[src/rtl/dmem_arb_pkg.sv]
// dmem_arb_pkg: shared types and port indices for the data-memory port arbiter.
package dmem_arb_pkg;
  typedef enum logic [1:0] {IDLE, ACCESS, RESP} state_e;
  localparam logic P0 = 1'b0;
  localparam logic P1 = 1'b1;
endpackage

[src/rtl/rr_arb2.sv]
// rr_arb2: combinational two-way round-robin picker; on a tie the port not granted last wins.
module rr_arb2
  import dmem_arb_pkg::*;
(
  input  logic [1:0] req,
  input  logic       last,
  output logic       gnt_valid,
  output logic       sel
);
  always_comb begin
    gnt_valid = |req;
    sel       = &req ? ~last : (req[P1] ? P1 : P0);
  end
endmodule

[src/rtl/dmem_port_arbiter.sv]
// dmem_port_arbiter: shares a single-port data memory between two req/ack requesters
// with round-robin grants, registered commands and illegal-address rejection.
module dmem_port_arbiter
  import dmem_arb_pkg::*;
#(
  parameter int ADDR_W    = 16,
  parameter int DATA_W    = 16,
  parameter int MEM_BYTES = 128
) (
  input  logic              clk_i,
  input  logic              rst_i,
  input  logic              p0_req_i,
  input  logic              p0_we_i,
  input  logic [ADDR_W-1:0] p0_addr_i,
  input  logic [DATA_W-1:0] p0_wdata_i,
  output logic              p0_ack_o,
  output logic              p0_err_o,
  output logic [DATA_W-1:0] p0_rdata_o,
  input  logic              p1_req_i,
  input  logic              p1_we_i,
  input  logic [ADDR_W-1:0] p1_addr_i,
  input  logic [DATA_W-1:0] p1_wdata_i,
  output logic              p1_ack_o,
  output logic              p1_err_o,
  output logic [DATA_W-1:0] p1_rdata_o,
  output logic [ADDR_W-1:0] mem_addr_o,
  output logic [DATA_W-1:0] mem_wdata_o,
  output logic              mem_rd_o,
  output logic              mem_wr_o,
  input  logic [DATA_W-1:0] mem_rdata_i
);
  localparam logic [ADDR_W-1:0] MAX_ADDR = ADDR_W'(MEM_BYTES - 2);

  state_e            state_q, state_d;
  logic              last_q, last_d;
  logic              sel_q, sel_d;
  logic              we_q, we_d;
  logic              legal_q, legal_d;
  logic [ADDR_W-1:0] addr_q, addr_d;
  logic [DATA_W-1:0] wdata_q, wdata_d;
  logic [DATA_W-1:0] rdata0_q, rdata0_d;
  logic [DATA_W-1:0] rdata1_q, rdata1_d;

  logic              gnt_valid, gnt_sel, grant, capture;
  logic              cur_we;
  logic [ADDR_W-1:0] cur_addr;
  logic [DATA_W-1:0] cur_wdata, cap_val;
  logic              in_access, in_resp;

  rr_arb2 u_arb (
    .req       ({p1_req_i, p0_req_i}),
    .last      (last_q),
    .gnt_valid (gnt_valid),
    .sel       (gnt_sel)
  );

  always_ff @(posedge clk_i) begin
    if (!rst_i) begin
      state_q  <= IDLE;
      last_q   <= P1;
      sel_q    <= P0;
      we_q     <= 1'b0;
      legal_q  <= 1'b0;
      addr_q   <= '0;
      wdata_q  <= '0;
      rdata0_q <= '0;
      rdata1_q <= '0;
    end else begin
      state_q  <= state_d;
      last_q   <= last_d;
      sel_q    <= sel_d;
      we_q     <= we_d;
      legal_q  <= legal_d;
      addr_q   <= addr_d;
      wdata_q  <= wdata_d;
      rdata0_q <= rdata0_d;
      rdata1_q <= rdata1_d;
    end
  end

  // Command fields follow the live request until the grant edge, then stay frozen.
  always_comb begin
    state_d   = (state_q == IDLE)   ? (gnt_valid ? ACCESS : IDLE) :
                (state_q == ACCESS) ? RESP : IDLE;
    grant     = (state_q == IDLE) && gnt_valid;
    cur_we    = (gnt_sel == P1) ? p1_we_i    : p0_we_i;
    cur_addr  = (gnt_sel == P1) ? p1_addr_i  : p0_addr_i;
    cur_wdata = (gnt_sel == P1) ? p1_wdata_i : p0_wdata_i;
    last_d    = grant ? gnt_sel   : last_q;
    sel_d     = grant ? gnt_sel   : sel_q;
    we_d      = grant ? cur_we    : we_q;
    addr_d    = grant ? cur_addr  : addr_q;
    wdata_d   = grant ? cur_wdata : wdata_q;
    legal_d   = grant ? (!cur_addr[0] && (cur_addr <= MAX_ADDR)) : legal_q;
    capture   = (state_q == ACCESS) && !we_q;
    cap_val   = legal_q ? mem_rdata_i : '0;
    rdata0_d  = (capture && sel_q == P0) ? cap_val : rdata0_q;
    rdata1_d  = (capture && sel_q == P1) ? cap_val : rdata1_q;
  end

  // The write strobe also depends on rst_i so a reset in ACCESS cancels the write at that edge.
  always_comb begin
    in_access   = (state_q == ACCESS);
    in_resp     = (state_q == RESP);
    mem_addr_o  = in_access ? addr_q  : '0;
    mem_wdata_o = in_access ? wdata_q : '0;
    mem_rd_o    = in_access && legal_q && !we_q;
    mem_wr_o    = in_access && legal_q && we_q && rst_i;
    p0_ack_o    = in_resp && (sel_q == P0);
    p1_ack_o    = in_resp && (sel_q == P1);
    p0_err_o    = p0_ack_o && !legal_q;
    p1_err_o    = p1_ack_o && !legal_q;
    p0_rdata_o  = rdata0_q;
    p1_rdata_o  = rdata1_q;
  end
endmodule

[config.mk]
export PLATFORM = sky130hd
export DESIGN_NAME = dmem_port_arbiter
export DESIGN_NICKNAME = d
export VERILOG_FILES = /design/src/rtl/dmem_arb_pkg.sv /design/src/rtl/rr_arb2.sv /design/src/rtl/dmem_port_arbiter.sv
export SDC_FILE = /design/constraint.sdc
export NUM_CORES = 1
export LEC_CHECK = 0
export CORE_MARGIN = 10
export CORE_UTILIZATION = 50
export CTS_CLUSTER_DIAMETER = 150
export DETAILED_ROUTE_END_ITERATION = 8
export DONT_BUFFER_PORTS = 1
export PLACE_DENSITY = 0.64
export SYNTH_ARGS = -nofsm -noshare
export SYNTH_HDL_FRONTEND = slang
export SYNTH_SLANG_ARGS = --single-unit
[constraint.sdc]
create_clock -name clk_i -period 1.97 [get_ports clk_i]
set_clock_uncertainty 0.05 [all_clocks]
set_input_delay 0.4925 -clock clk_i [delete_from_list [all_inputs] [get_ports clk_i]]
set_output_delay 0.4925 -clock clk_i [all_outputs]
set_load 0.005 [all_outputs]
==> results of run 1 <==
[stage by stage]
stage / total power [mW] / util, % / hold slack, ns
CTS: 3.37 / 54.1 / 0.172
global route: 3.50 / 54.2 / 0.168
global placement: 2.11 / 50.9 / 0.420
detailed placement: 2.12 / 50.9 / 0.422
finish: 3.34 / 54.2 / 0.189
floorplan: 2.03 / - / 0.403
[placed cells by master, fill, tap and decap left out, types with 3 or more instances in the layout]
master,synthesis,layout
clkbuf_8,0,9
a211oi_1,3,3
a21oi_1,67,67
nand3_1,32,32
nand2_1,30,30
buf_4,4,12
nor4_1,4,4
dfxtp_1,70,68
mux2i_1,33,33
a211oi_2,30,30
and2_1,35,34
[sequential cells by signal, indices dropped and copies added, names as in the netlist]
| name | flops |
|---|---|
| we_q | 1 |
| addr_q | 16 |
| last_q | 1 |
| wdata_q | 16 |
| p1_rdata_o | 16 |
| sel_q | 1 |
| legal_q | 1 |
| state_q | 2 |
| p0_rdata_o | 16 |
[final timing paths]
path	depth (start not counted)	endpoint	from	slack (ns)
min reg2reg	2	p1_rdata_o[8]	p1_rdata_o[8]	0.43
max reg2reg	3	p0_rdata_o[2]	sel_q	0.29
max	3	mem_rd_o	state_q[0]	0.10
min	1	last_q	rst_i	0.19
[cell families after synthesis]
kind of cell / share of synthesized area (%)
AND/OR/NAND/NOR: 20.0
multiplexers: 9.66
AO/OA/AOI/OAI: 22.6
buffers and inverters: 6.70
flip-flops: 41.0
[final cells by class]
class	count	area, µm²
Inverter	1	3.75
Tap cell	80	100
Clock inverter	6	86.3
Sequential cell	70	1400
Timing Repair Buffer	13	110
Multi-Input combinational cell	260	1810
Fill cell	632	3080
Clock buffer	10	128
[routing by layer]
layer / share of wire, % / GRT usage (%)
met5: 0 / 0
met2: 47 / 26.5
met4: 0.75 / 4.88
met3: 15 / 10.1
met1: 37 / 18.8
[report_power, final]
part	switching, mW	internal (mW)	total [mW]
combinational	0.311	0.213	0.524
sequential	0.0547	1.51	1.56
clock	0.536	0.711	1.25
==> results.json, run 1 <==
{
  "vdd_drop_max_mv": 0.401,
  "fin_nets": 441,
  "dp_hpwl_mm": 6.59,
  "cp-start-kind": "flop",
  "start_util_pct": 50.9,
  "vias": 2596,
  "tns_ns": 0,
  "p_leak_nw": 1.26,
  "ys_seq_area_share_pct": 41.0,
  "worstPathRequired_ns": 1.43,
  "hold_viol_final": 0,
  "syn-num-nets": 454,
  "diodes": 0,
  "setup_violations": 0,
  "worst_hold_path_type": "input pin to flop",
  "drt_wl_total_mm": 9.09,
  "antenna_found_initial": 0,
  "synth_cell_types": 38,
  "worst-slew-pin-transition_ns": 0.717,
  "grt_max_degree": 38,
  "fin_area_um2": 3640,
  "ys_async_sr_fraction_pct": 0,
  "drt-pass1-iter-count": 4,
  "crit_type": "flop to output port",
  "dp.cells": 424,
  "clk_path_buf_depth": 2,
  "ys_ff_latch": 70,
  "worst_slack_ns": 0.104,
  "place.port_buffers": 0,
  "die_w_um": 103,
  "syn_area_per_cell_um2": 9.29,
  "synthTopCellsByArea": "dfxtp_1 (41%), a211oi_2 (11%), a21oi_1 (9.8%)",
  "htreeDepth": 3,
  "grt_usage_pct": 16.9,
  "cp_data_arrival_time_ns": 1.32,
  "post_drt_wl_per_cell_um": 20.7,
  "grt_pass1_wl_mm": 14.1,
  "endpoint_kind": "output port",
  "crit_slowest_cell": "dfxtp_2",
  "critPathTopFamily": "simple AND/OR/NAND/NOR gates",
  "fin_crit_ns": 1.87,
  "pin_count": 156,
  "ys_warn_count": 0,
  "max-slew-margin-rel_pct": 52.0,
  "final_cells": 440,
  "path_clk_slew_ns": 0.07,
  "insertion_delay_ns": 0.33,
  "cts_root_buf": "clkbuf_8",
  "cts_hold_buf": 0,
  "cts_resized": 2,
  "yosys-top-cells-count": "dfxtp_1 (70), a21oi_1 (67), and2_1 (35), mux2i_1 (33), nand3_1 (32)",
  "cts_buffers": 9,
  "status": "complete, no violations",
  "finalCritPeriodShare_pct": 94.7,
  "max_stage_delay_ns": 0.40,
  "rsz0062_at_grt": "no",
  "fmaxAchievable_mhz": 536,
  "rows": 30,
  "die_area_um2": 10500,
  "drc": 0,
  "syn_to_final_growth_pct": 6.59,
  "slew_violations": 0,
  "grt_pass1_vias": 2703,
  "coreArea_um2": 6720,
  "synth_top_cell_by_area": "dfxtp_1",
  "post-cts-setup-buffers": 0,
  "pre_cts_ws_ns": 0.291,
  "powerDensity_nw_per_um2": 916,
  "cts.sinks": 70,
  "cts_tree": "yes",
  "place_area_um2": 3420,
  "drv_cap": 0,
  "path_cells": "nor2b_4, buf_12, and3b_2",
  "synth_top_area_share_pct": 41.0,
  "ant_nets": 0,
  "synth_flop_cell": "dfxtp_1",
  "yosysMostFrequentCell": "dfxtp_1",
  "die_h_um": 103,
  "crit_buf_inv": 1,
  "grt.overflow.total": 0,
  "drive_above_1_share_pct": 20.0,
  "critPathMaxFanout": 33,
  "syn_inst": 368,
  "synth_area_um2": 3420,
  "via_per_inst": 5.90,
  "finalWeightedCongestion": 0.777,
  "drtIter0Drc": 85,
  "synth_edf_count": 0
}
Power figures use the tool's default switching activity.
==> run 2, diff against run 1 <==
--- a/config.mk
+++ b/config.mk
@@ -10,6 +10,7 @@
 export CTS_CLUSTER_DIAMETER = 150
 export DETAILED_ROUTE_END_ITERATION = 8
 export DONT_BUFFER_PORTS = 1
+export HOLD_SLACK_MARGIN = 0.03
 export PLACE_DENSITY = 0.64
 export SYNTH_ARGS = -nofsm -noshare
 export SYNTH_HDL_FRONTEND = slang
==> results of run 2 <==
Same layout as run 1: the final DEF is identical, and so are final timing and power.
==> run 3, diff against run 2 <==
--- a/config.mk
+++ b/config.mk
@@ -8,8 +8,10 @@
 export CORE_MARGIN = 10
 export CORE_UTILIZATION = 50
 export CTS_CLUSTER_DIAMETER = 150
+export CTS_CLUSTER_SIZE = 30
 export DETAILED_ROUTE_END_ITERATION = 8
 export DONT_BUFFER_PORTS = 1
+export GPL_ROUTABILITY_DRIVEN = 0
 export HOLD_SLACK_MARGIN = 0.03
 export PLACE_DENSITY = 0.64
 export SYNTH_ARGS = -nofsm -noshare
==> results of run 3 <==
Same layout as run 1: the final DEF is identical, and so are final timing and power.
